### src/rtl/delay_lcd_writer_if.sv
// Character-LCD write port: per-character write strobe with row/column/char,
// a buffer update request, and the controller's busy back-pressure.
interface delay_lcd_writer_if;
  logic       lcd_row;
  logic [3:0] lcd_col;
  logic [7:0] lcd_char;
  logic       lcd_we;
  logic       lcd_update;
  logic       lcd_busy;

  modport master (
    output lcd_row, lcd_col, lcd_char, lcd_we, lcd_update,
    input  lcd_busy
  );

  modport slave (
    input  lcd_row, lcd_col, lcd_char, lcd_we, lcd_update,
    output lcd_busy
  );
endinterface

### src/rtl/delay_lcd_writer.sv
// Renders ad1/ad2/ad_valid delays and the DIP selector as two 16-char ASCII
// rows; redraws on any input change and every REFRESH_CYCLES clocks.
module delay_lcd_writer #(
  parameter int unsigned REFRESH_CYCLES = 2000000,
  parameter int unsigned CNT_W          = 22
) (
  input  logic                     clkcomm,
  input  logic                     RST,
  input  logic [7:0]               DIP,
  input  logic [3:0]               ad1_delay,
  input  logic [3:0]               ad2_delay,
  input  logic [3:0]               ad_valid_delay,
  delay_lcd_writer_if.master       lcd
);

  localparam logic [2:0] ST_IDLE  = 3'd0;
  localparam logic [2:0] ST_LATCH = 3'd1;
  localparam logic [2:0] ST_WRITE = 3'd2;
  localparam logic [2:0] ST_UPD   = 3'd3;
  localparam logic [2:0] ST_GUARD = 3'd4;
  localparam logic [2:0] ST_DRAIN = 3'd5;

  localparam bit              REFRESH_EN   = (REFRESH_CYCLES != 0);
  localparam logic [CNT_W-1:0] REFRESH_LAST = CNT_W'(REFRESH_CYCLES - 1);
  localparam logic [CNT_W-1:0] CNT_ONE      = {{(CNT_W-1){1'b0}}, 1'b1};

  function automatic logic [7:0] hex_ascii(input logic [3:0] n);
    if (n < 4'd10) begin
      return 8'h30 + {4'h0, n};
    end else begin
      return 8'h37 + {4'h0, n};
    end
  endfunction

  // Snapshot layout: {dip[7:0], ad1[3:0], ad2[3:0], adv[3:0]}; idx[4] selects the row.
  function automatic logic [7:0] screen_char(input logic [4:0] idx, input logic [19:0] snap);
    logic [7:0]  dip;
    logic [23:0] sel;
    dip = snap[19:12];
    case (dip)
      8'h80:   sel = 24'h413120;
      8'h81:   sel = 24'h413220;
      8'h82:   sel = 24'h415620;
      default: sel = 24'h2D2D2D;
    endcase
    case (idx)
      5'd0:    return 8'h41;
      5'd1:    return 8'h31;
      5'd2:    return 8'h3D;
      5'd3:    return hex_ascii(snap[11:8]);
      5'd5:    return 8'h41;
      5'd6:    return 8'h32;
      5'd7:    return 8'h3D;
      5'd8:    return hex_ascii(snap[7:4]);
      5'd10:   return 8'h41;
      5'd11:   return 8'h56;
      5'd12:   return 8'h3D;
      5'd13:   return hex_ascii(snap[3:0]);
      5'd16:   return 8'h44;
      5'd17:   return 8'h49;
      5'd18:   return 8'h50;
      5'd19:   return 8'h3D;
      5'd20:   return hex_ascii(dip[7:4]);
      5'd21:   return hex_ascii(dip[3:0]);
      5'd23:   return 8'h53;
      5'd24:   return 8'h45;
      5'd25:   return 8'h4C;
      5'd26:   return 8'h3D;
      5'd27:   return sel[23:16];
      5'd28:   return sel[15:8];
      5'd29:   return sel[7:0];
      default: return 8'h20;
    endcase
  endfunction

  logic [7:0]       dip_meta_q, dip_sync_q;
  logic [19:0]      snap_q, snap_d, live_s;
  logic [2:0]       state_q, state_d;
  logic [4:0]       idx_q, idx_d;
  logic             guard_q, guard_d;
  logic             pending_q, pending_d;
  logic [CNT_W-1:0] cnt_q, cnt_d;
  logic             refresh_hit_s, change_s, we_s, upd_s;

  assign live_s   = {dip_sync_q, ad1_delay, ad2_delay, ad_valid_delay};
  assign change_s = (live_s != snap_q);

  // Free-running refresh counter; its wrap requests a redraw.
  always_comb begin
    cnt_d         = cnt_q;
    refresh_hit_s = 1'b0;
    if (!REFRESH_EN) begin
      cnt_d = {CNT_W{1'b0}};
    end else if (cnt_q == REFRESH_LAST) begin
      cnt_d         = {CNT_W{1'b0}};
      refresh_hit_s = 1'b1;
    end else begin
      cnt_d = cnt_q + CNT_ONE;
    end
  end

  // Redraw sequencer; in LATCH only a same-cycle refresh can keep pending set,
  // since the live value is what gets captured.
  always_comb begin
    state_d   = state_q;
    idx_d     = idx_q;
    guard_d   = guard_q;
    snap_d    = snap_q;
    pending_d = pending_q | change_s | refresh_hit_s;
    we_s      = 1'b0;
    upd_s     = 1'b0;
    case (state_q)
      ST_IDLE: begin
        if (pending_q) begin
          state_d = ST_LATCH;
        end else begin
          state_d = ST_IDLE;
        end
      end
      ST_LATCH: begin
        snap_d    = live_s;
        pending_d = refresh_hit_s;
        idx_d     = 5'd0;
        state_d   = ST_WRITE;
      end
      ST_WRITE: begin
        if (!lcd.lcd_busy) begin
          we_s  = 1'b1;
          idx_d = idx_q + 5'd1;
          if (idx_q == 5'd31) begin
            state_d = ST_UPD;
          end else begin
            state_d = ST_WRITE;
          end
        end else begin
          idx_d = idx_q;
        end
      end
      ST_UPD: begin
        if (!lcd.lcd_busy) begin
          upd_s   = 1'b1;
          guard_d = 1'b0;
          state_d = ST_GUARD;
        end else begin
          state_d = ST_UPD;
        end
      end
      ST_GUARD: begin
        if (guard_q) begin
          state_d = ST_DRAIN;
        end else begin
          guard_d = 1'b1;
        end
      end
      ST_DRAIN: begin
        if (!lcd.lcd_busy) begin
          state_d = ST_IDLE;
        end else begin
          state_d = ST_DRAIN;
        end
      end
      default: begin
        state_d = ST_IDLE;
      end
    endcase
  end

  // Strobes are qualified by lcd_busy in the same cycle so a stall never leaks a write.
  assign lcd.lcd_we     = we_s;
  assign lcd.lcd_update = upd_s;
  assign lcd.lcd_row    = we_s ? idx_q[4] : 1'b0;
  assign lcd.lcd_col    = we_s ? idx_q[3:0] : 4'd0;
  assign lcd.lcd_char   = we_s ? screen_char(idx_q, snap_q) : 8'h00;

  // State, snapshot, DIP synchroniser and refresh counter registers.
  always_ff @(posedge clkcomm or negedge RST) begin
    if (!RST) begin
      dip_meta_q <= 8'h00;
      dip_sync_q <= 8'h00;
      snap_q     <= 20'h00000;
      state_q    <= ST_IDLE;
      idx_q      <= 5'd0;
      guard_q    <= 1'b0;
      pending_q  <= 1'b1;
      cnt_q      <= {CNT_W{1'b0}};
    end else begin
      dip_meta_q <= DIP;
      dip_sync_q <= dip_meta_q;
      snap_q     <= snap_d;
      state_q    <= state_d;
      idx_q      <= idx_d;
      guard_q    <= guard_d;
      pending_q  <= pending_d;
      cnt_q      <= cnt_d;
    end
  end

endmodule

### src/flat_wrapper.sv
// flat-port wrapper written by rule: the top's interface ports become plain ports
module delay_lcd_writer_flat 
#(
  parameter int unsigned REFRESH_CYCLES = 2000000,
  parameter int unsigned CNT_W          = 22
)
  (clkcomm, RST, DIP, ad1_delay, ad2_delay, ad_valid_delay, lcd_lcd_row, lcd_lcd_col, lcd_lcd_char, lcd_lcd_we, lcd_lcd_update, lcd_lcd_busy);
  delay_lcd_writer_if lcd_i ();
  input  logic clkcomm;
  input  logic RST;
  input  logic [7:0] DIP;
  input  logic [3:0] ad1_delay;
  input  logic [3:0] ad2_delay;
  input  logic [3:0] ad_valid_delay;
  output wire logic [$bits(lcd_i.lcd_row)-1:0] lcd_lcd_row;
  output wire logic [$bits(lcd_i.lcd_col)-1:0] lcd_lcd_col;
  output wire logic [$bits(lcd_i.lcd_char)-1:0] lcd_lcd_char;
  output wire logic [$bits(lcd_i.lcd_we)-1:0] lcd_lcd_we;
  output wire logic [$bits(lcd_i.lcd_update)-1:0] lcd_lcd_update;
  input wire logic [$bits(lcd_i.lcd_busy)-1:0] lcd_lcd_busy;
  assign lcd_lcd_row = lcd_i.lcd_row;
  assign lcd_lcd_col = lcd_i.lcd_col;
  assign lcd_lcd_char = lcd_i.lcd_char;
  assign lcd_lcd_we = lcd_i.lcd_we;
  assign lcd_lcd_update = lcd_i.lcd_update;
  assign lcd_i.lcd_busy = lcd_lcd_busy;
  delay_lcd_writer #(.REFRESH_CYCLES(REFRESH_CYCLES), .CNT_W(CNT_W)) u_core (.clkcomm(clkcomm), .RST(RST), .DIP(DIP), .ad1_delay(ad1_delay), .ad2_delay(ad2_delay), .ad_valid_delay(ad_valid_delay), .lcd(lcd_i));
endmodule
### config.mk
export PLATFORM = sky130hd
export DESIGN_NAME = delay_lcd_writer_flat
export DESIGN_NICKNAME = d
export VERILOG_FILES = /design/src/rtl/delay_lcd_writer_if.sv /design/src/rtl/delay_lcd_writer.sv /design/src/flat_wrapper.sv
export SDC_FILE = /design/constraint.sdc
export NUM_CORES = 1
export LEC_CHECK = 0
export ABC_AREA = 1
export CAP_MARGIN = 10
export CORE_MARGIN = 10
export CORE_UTILIZATION = 60
export DETAILED_ROUTE_END_ITERATION = 6
export PLACE_DENSITY = 0.82
export SETUP_SLACK_MARGIN = 0.3
export SYNTH_ARGS = -nofsm -noshare
export SYNTH_HDL_FRONTEND = slang
export SYNTH_SLANG_ARGS = --single-unit
### constraint.sdc
create_clock -name clkcomm -period 3.26 [get_ports clkcomm]
set_input_delay 0.652 -clock clkcomm [delete_from_list [all_inputs] [get_ports clkcomm]]
set_output_delay 0.652 -clock clkcomm [all_outputs]
set_load 0.01 [all_outputs]
# Word level (Yosys, flattened, before mapping)
# Cells that the tools add are included.
[word_totals] out_inout_bits=15 word_cells=101 register_bits=68 in_bits=23
[classes] bitwise_logic=2 magnitude_cmp=5 n_mux=27 n_addsub=12 reduce_logical=9 eq_ne=38
[op_table] cell="$pmux 8 s19" count=1
[op_table] cell="$add 6x4->7 const A" count=10
[op_table] cell="$eq 5x5->1 const B" count=14
[op_table] cell="$pmux 23 s3" count=1
[op_table] cell="$mux 8" count=6
[op_table] cell="$eq 5x4->1 const B" count=5
[op_table] cell="$eq 8x8->1 const B" count=3
[op_table] cell="$add 22x1->22 const B" count=1
[op_table] cell="$eq 22x21->1 const B" count=1
[op_table] cell="$mux 22" count=1
[op_table] cell="$lt 4x4->1 const B" count=5
[op_table] cell="$ne 20x20->1" count=1
[op_table] cell="$pmux 3 s6" count=1
[op_table] cell="$eq 5x3->1 const B" count=3
[op_table] cell="$mux 3" count=4
[op_table] cell="$eq 5x2->1 const B" count=2
[op_table] cell="$pmux 5 s2" count=1
[op_table] cell="$mux 1" count=9
[op_table] cell="$eq 3x2->1 const B" count=2
[op_table] cell="$eq 3x3->1 const B" count=2
[op_table] cell="$reduce_and 2->1" count=3
[op_table] cell="$add 5x1->5 const B" count=1
[op_table] cell="$eq 5x1->1 const B" count=1
[op_table] cell="$logic_not 5->1" count=1
[op_table] cell="other kinds (11)" count=14

# Depth between registers and ports, before layout
[logic_depth] word_depth=4 depth_mapped=12

# Worst setup path before layout
# No wires, ideal clock.
[synth_path] path_type="reg-to-output" from="reg u_core.snap_q[17]" to="out lcd_lcd_char[6]" n_path_buf=0 required_ns=2.608 path_slack_ns=1.002 path_stages_with_launch=11 arrival_time_ns=1.606 cell_sequence="dfrtp_1 -> inv_1 -> ha_1 -> nand2_1 -> nor2_1 -> nand3_1 -> nand3_1 -> inv_1 -> o21ai_0 -> nor2_1 -> nor2_1"
[synth_via] elab_chain_len=4 elab_cells_between_ends=10 cone_classes="add/sub (2); order compare (1); eq/ne (3); mux (4)"
[synth_lines] item="start: declaration" line_no="delay_lcd_writer.sv:77" rtl="logic [19:0] snap_q, snap_d, live_s;"
[synth_lines] item="start signal: assignment" line_no="delay_lcd_writer.sv:189" rtl="snap_q <= snap_d;"
[synth_lines] item="$add 6x4->7 (tied with other cells)" line_no="delay_lcd_writer.sv:31" rtl="return 8'h37 + {4'h0, n};"
[synth_lines] item="$mux 8 or $pmux 23 s3 (tied branches)" line_no="delay_lcd_writer.sv:28, delay_lcd_writer.sv:40"
[synth_lines] item="$pmux 8 s19 (*)" line_no="delay_lcd_writer.sv:46" rtl="case (idx)"
[synth_lines] item="$mux 8 (*)" line_no="delay_lcd_writer.sv:173" rtl="assign lcd.lcd_char = we_s ? screen_char(idx_q, snap_q) : 8'h00;"
[synth_lines] item="end: declaration" line_no="flat_wrapper.sv:17" rtl="output wire logic [$bits(lcd_i.lcd_char)-1:0] lcd_lcd_char;"
# Every way passes the cells marked *; elsewhere a longest branch is shown, timed or not.

# Worst setup path after layout
[layout_path] from="reg u_core.idx_q[0]" to="out lcd_lcd_char[3]"
[layout_via] elab_chain_len=4 elab_cells_between_ends=29 cone_classes="eq/ne (24); mux (2); reduce/logical (3)"
[layout_lines] item="start: declaration" line_no="delay_lcd_writer.sv:79" rtl="logic [4:0] idx_q, idx_d;"
[layout_lines] item="start signal: assignment" line_no="delay_lcd_writer.sv:191" rtl="idx_q <= idx_d;"
[layout_lines] item="$eq 5x2->1 (tied with other cells)" line_no="delay_lcd_writer.sv:46"
[layout_lines] item="$reduce_or 5->1 (no source line) or $reduce_or 3->1 (tied branches)"
[layout_lines] item="$pmux 8 s19 (*)" line_no="delay_lcd_writer.sv:46"
[layout_lines] item="$mux 8 (*)" line_no="delay_lcd_writer.sv:173"
# Marked as above.

==> results.cfg <==
[status]
status = completed

[logic_synthesis]
yosysMostFrequentCell = nand2_1
syn-cell-area_um2 = 4210
yosys_warnings = 0
ys_types = 32
synth-seq-area-share = 0.404
syn_nets = 645
yosysTopAreaCell = dfrtp_1
synth_top_area_share = 0.398
synth_area_leaders = dfrtp_1, nand2_1, nor2_1
syn_area_per_cell_um2 = 6.93
synth_ff_type = dfrtp_1
synth_edf_count = 0
async_flop_share = 1.00
synthTopCellsByCount = nand2_1, nor2_1, inv_1
ys_ff_latch = 68
netlist_instances = 608

[detailed_routing]
vias_per_cell = 5.46
routed_wirelength_um = 10600
vias = 4172
drtPass1Iterations = 5
wire_per_inst_um = 13.9
ant_nets = 0
drt-initial-drc-count = 322
drc = 0

[floorplan]
die_w_um = 104
boundaryPins = 38
die_area_um2 = 10800
core-area_um2 = 6790
die-height_um = 104
start_util = 0.620
num_rows = 30

[critical_path]
arrival_ps = 2500
cpPeakStageDelay_ps = 560
cp_cell_sequence = inv_2 > ha_4 > nand2_2 > nor2_4 > nand2_1 > o221ai_1 > nor2_1 > a21oi_1 > clkdlybuf4s50_1
crit_required_ps = 2610
cp-start-kind = flop
worst-setup-path-type = flop to output port
crit_path_end_kind = output port
cp_slowest_cell = clkdlybuf4s50_1
worstPathMaxFanout = 6

[final_layout]
fin_cells = 764
nFillCells = 546
utilization = 0.756
nets = 700
drive_above_1_share = 0.108
areaGrowthSynthToFinish_pct = 21.9
diodes = 0
final_area_um2 = 5140

[min_path]
min-delay-path-class = flop to flop

[timing]
rsz0062_at_grt = true
finalCriticalPeriod_ps = 3160
slew_headroom = 0.455
tightest_slew_ps = 818
final-hold-violation-count = 0
min_period_over_period = 0.968
finalSetupViolations = 0
hold_ws_ps = 349
max_freq_mhz = 317
slew_viol_final = 0
fin_skew_ps = 19.9

[placement]
gp_congestion = 0.998
dp_hpwl_um = 7690
dpl-instance-area_um2 = 4670
placed_cells = 734
portBuffers = 36

[grt]
grt_max_degree = 40
grt_pass1_vias = 4021
grt_use_total = 0.194
grt_pass1_wl_um = 17900
grt_antenna_before_repair = 0
grt_overflow_total = 0

[clocking]
cts_root_buf = clkbuf_8
hold_buffers = 0
cts_tree = built
numCtsBuffers = 9
clock_latency_ps = 350
cts.path.max_buffers = 2
clock-sinks = 68
ctsHtreeMaxLevel = 3
path_clk_slew_ps = 70

[power_and_ir_drop]
leakage_uw = 0.00257
power.density_nw_per_um2 = 672
ir_drop_v = 0.000404

[run]
cap_violations = 0
[cells in the final DEF (no fill, tap or decap), types with 4 or more instances in the layout]
| cell type | n |
|---|---|
| nor2_1 | 103 |
| nand3_1 | 41 |
| dfrtp_1 | 64 |
| inv_1 | 75 |
| o21ai_1 | 4 |
| nor2_4 | 6 |
| xnor2_1 | 9 |
| buf_4 | 16 |
| xor2_1 | 10 |
| o21ai_0 | 49 |
| dlymetal6s2s_1 | 4 |
| ha_1 | 11 |
| clkbuf_8 | 10 |
| nand2_2 | 5 |
| clkdlybuf4s50_1 | 28 |
| nand4_1 | 6 |
| inv_2 | 5 |
| a21oi_1 | 17 |
| clkinvlp_4 | 4 |
| o22ai_1 | 4 |
| nand2_1 | 145 |
| nor3_1 | 9 |
[cell type report]
| class | count | area, µm² | share of cell area |
|---|---|---|---|
| flip-flops and latches | 68 | 1710 | 0.332 |
| well taps | 96 | 120 | 0.0234 |
| repair buffers | 52 | 479 | 0.0933 |
| inverters | 82 | 315 | 0.0614 |
| clock buffers | 12 | 145 | 0.0282 |
| multi-input cells | 448 | 2290 | 0.445 |
| repair inverters | 2 | 12.5 | 0.00243 |
| clock inverters | 4 | 72.6 | 0.0141 |
[logic make-up after synthesis]
group                    after synthesis  share of synthesized area
AND/OR/NAND/NOR                      330                      0.323
buffers and inverters                 92                     0.0852
AO/OA/AOI/OAI                         84                      0.106
flip-flops                            68                      0.404
XOR/XNOR                              19                     0.0395
adder cells (fa/ha/maj)               14                     0.0416
other                                  1                   0.000890
[power breakdown]
group / switching, µW / total (µW) / internal (µW) / leakage (µW)
Sequential: 189 / 1210 / 1020 / 0.000850
Clock: 314 / 765 / 451 / 0.000107
Combinational: 928 / 1470 / 546 / 0.00161
[registers in the layout, indices dropped and copies added, names as in the netlist]
signal,count
u_core.snap_q,20
u_core.state_q,3
u_core.dip_sync_q,8
u_core.cnt_q,22
u_core.pending_q,1
u_core.guard_q,1
u_core.idx_q,5
u_core.dip_meta_q,8
[critical path, delay by kind of cell (launching register included)]
family                   cells  cell delay [ps]
AND/OR/NAND/NOR              4              500
adder cells (fa/ha/maj)      1              170
buffers and inverters        2              680
AO/OA/AOI/OAI                2              330
flip-flops                   1              450
[per-stage QoR]
stage          power, µW  setup slack [ps]  TNS, ps
6_report            3450               104        0
5_1_grt             3730             -40.4    -40.4
4_1_cts             3340              78.5        0
3_5_place_dp        2510               240        0
3_3_place_gp        2460               309        0
2_1_floorplan       2120              1000        0
[layer usage]
layer,vias up,part of all wire,GRT usage
met5,-,0,0
met4,0,0.036,0.0984
met3,39,0.058,0.0322
met2,192,0.48,0.331
met1,1894,0.43,0.231
li1,2047,-,-
[final timing paths]
| path | depth (start not counted) | slack [ps] | startpoint | to |
|---|---|---|---|---|
| max | 9 | 100 | u_core.idx_q[0] | lcd_lcd_char[3] |
| min | 0 | 350 | u_core.dip_meta_q[3] | u_core.dip_sync_q[3] |
| max reg2reg | 6 | 1340 | u_core.state_q[2] | u_core.idx_q[4] |
| min reg2reg | 0 | 350 | u_core.dip_meta_q[3] | u_core.dip_sync_q[3] |
| max in group asynchronous | 2 | 2030 | RST | u_core.pending_q |
| min in group asynchronous | 1 | 390 | RST | u_core.snap_q[5] |
[what timing repair did]
action,in CTS,in global routing
pin swaps,2,3
resized for setup,26,31
cloned,1,1
setup buffers,2,10
setup endpoints to repair,8,11
Power figures use the tool's default switching activity.
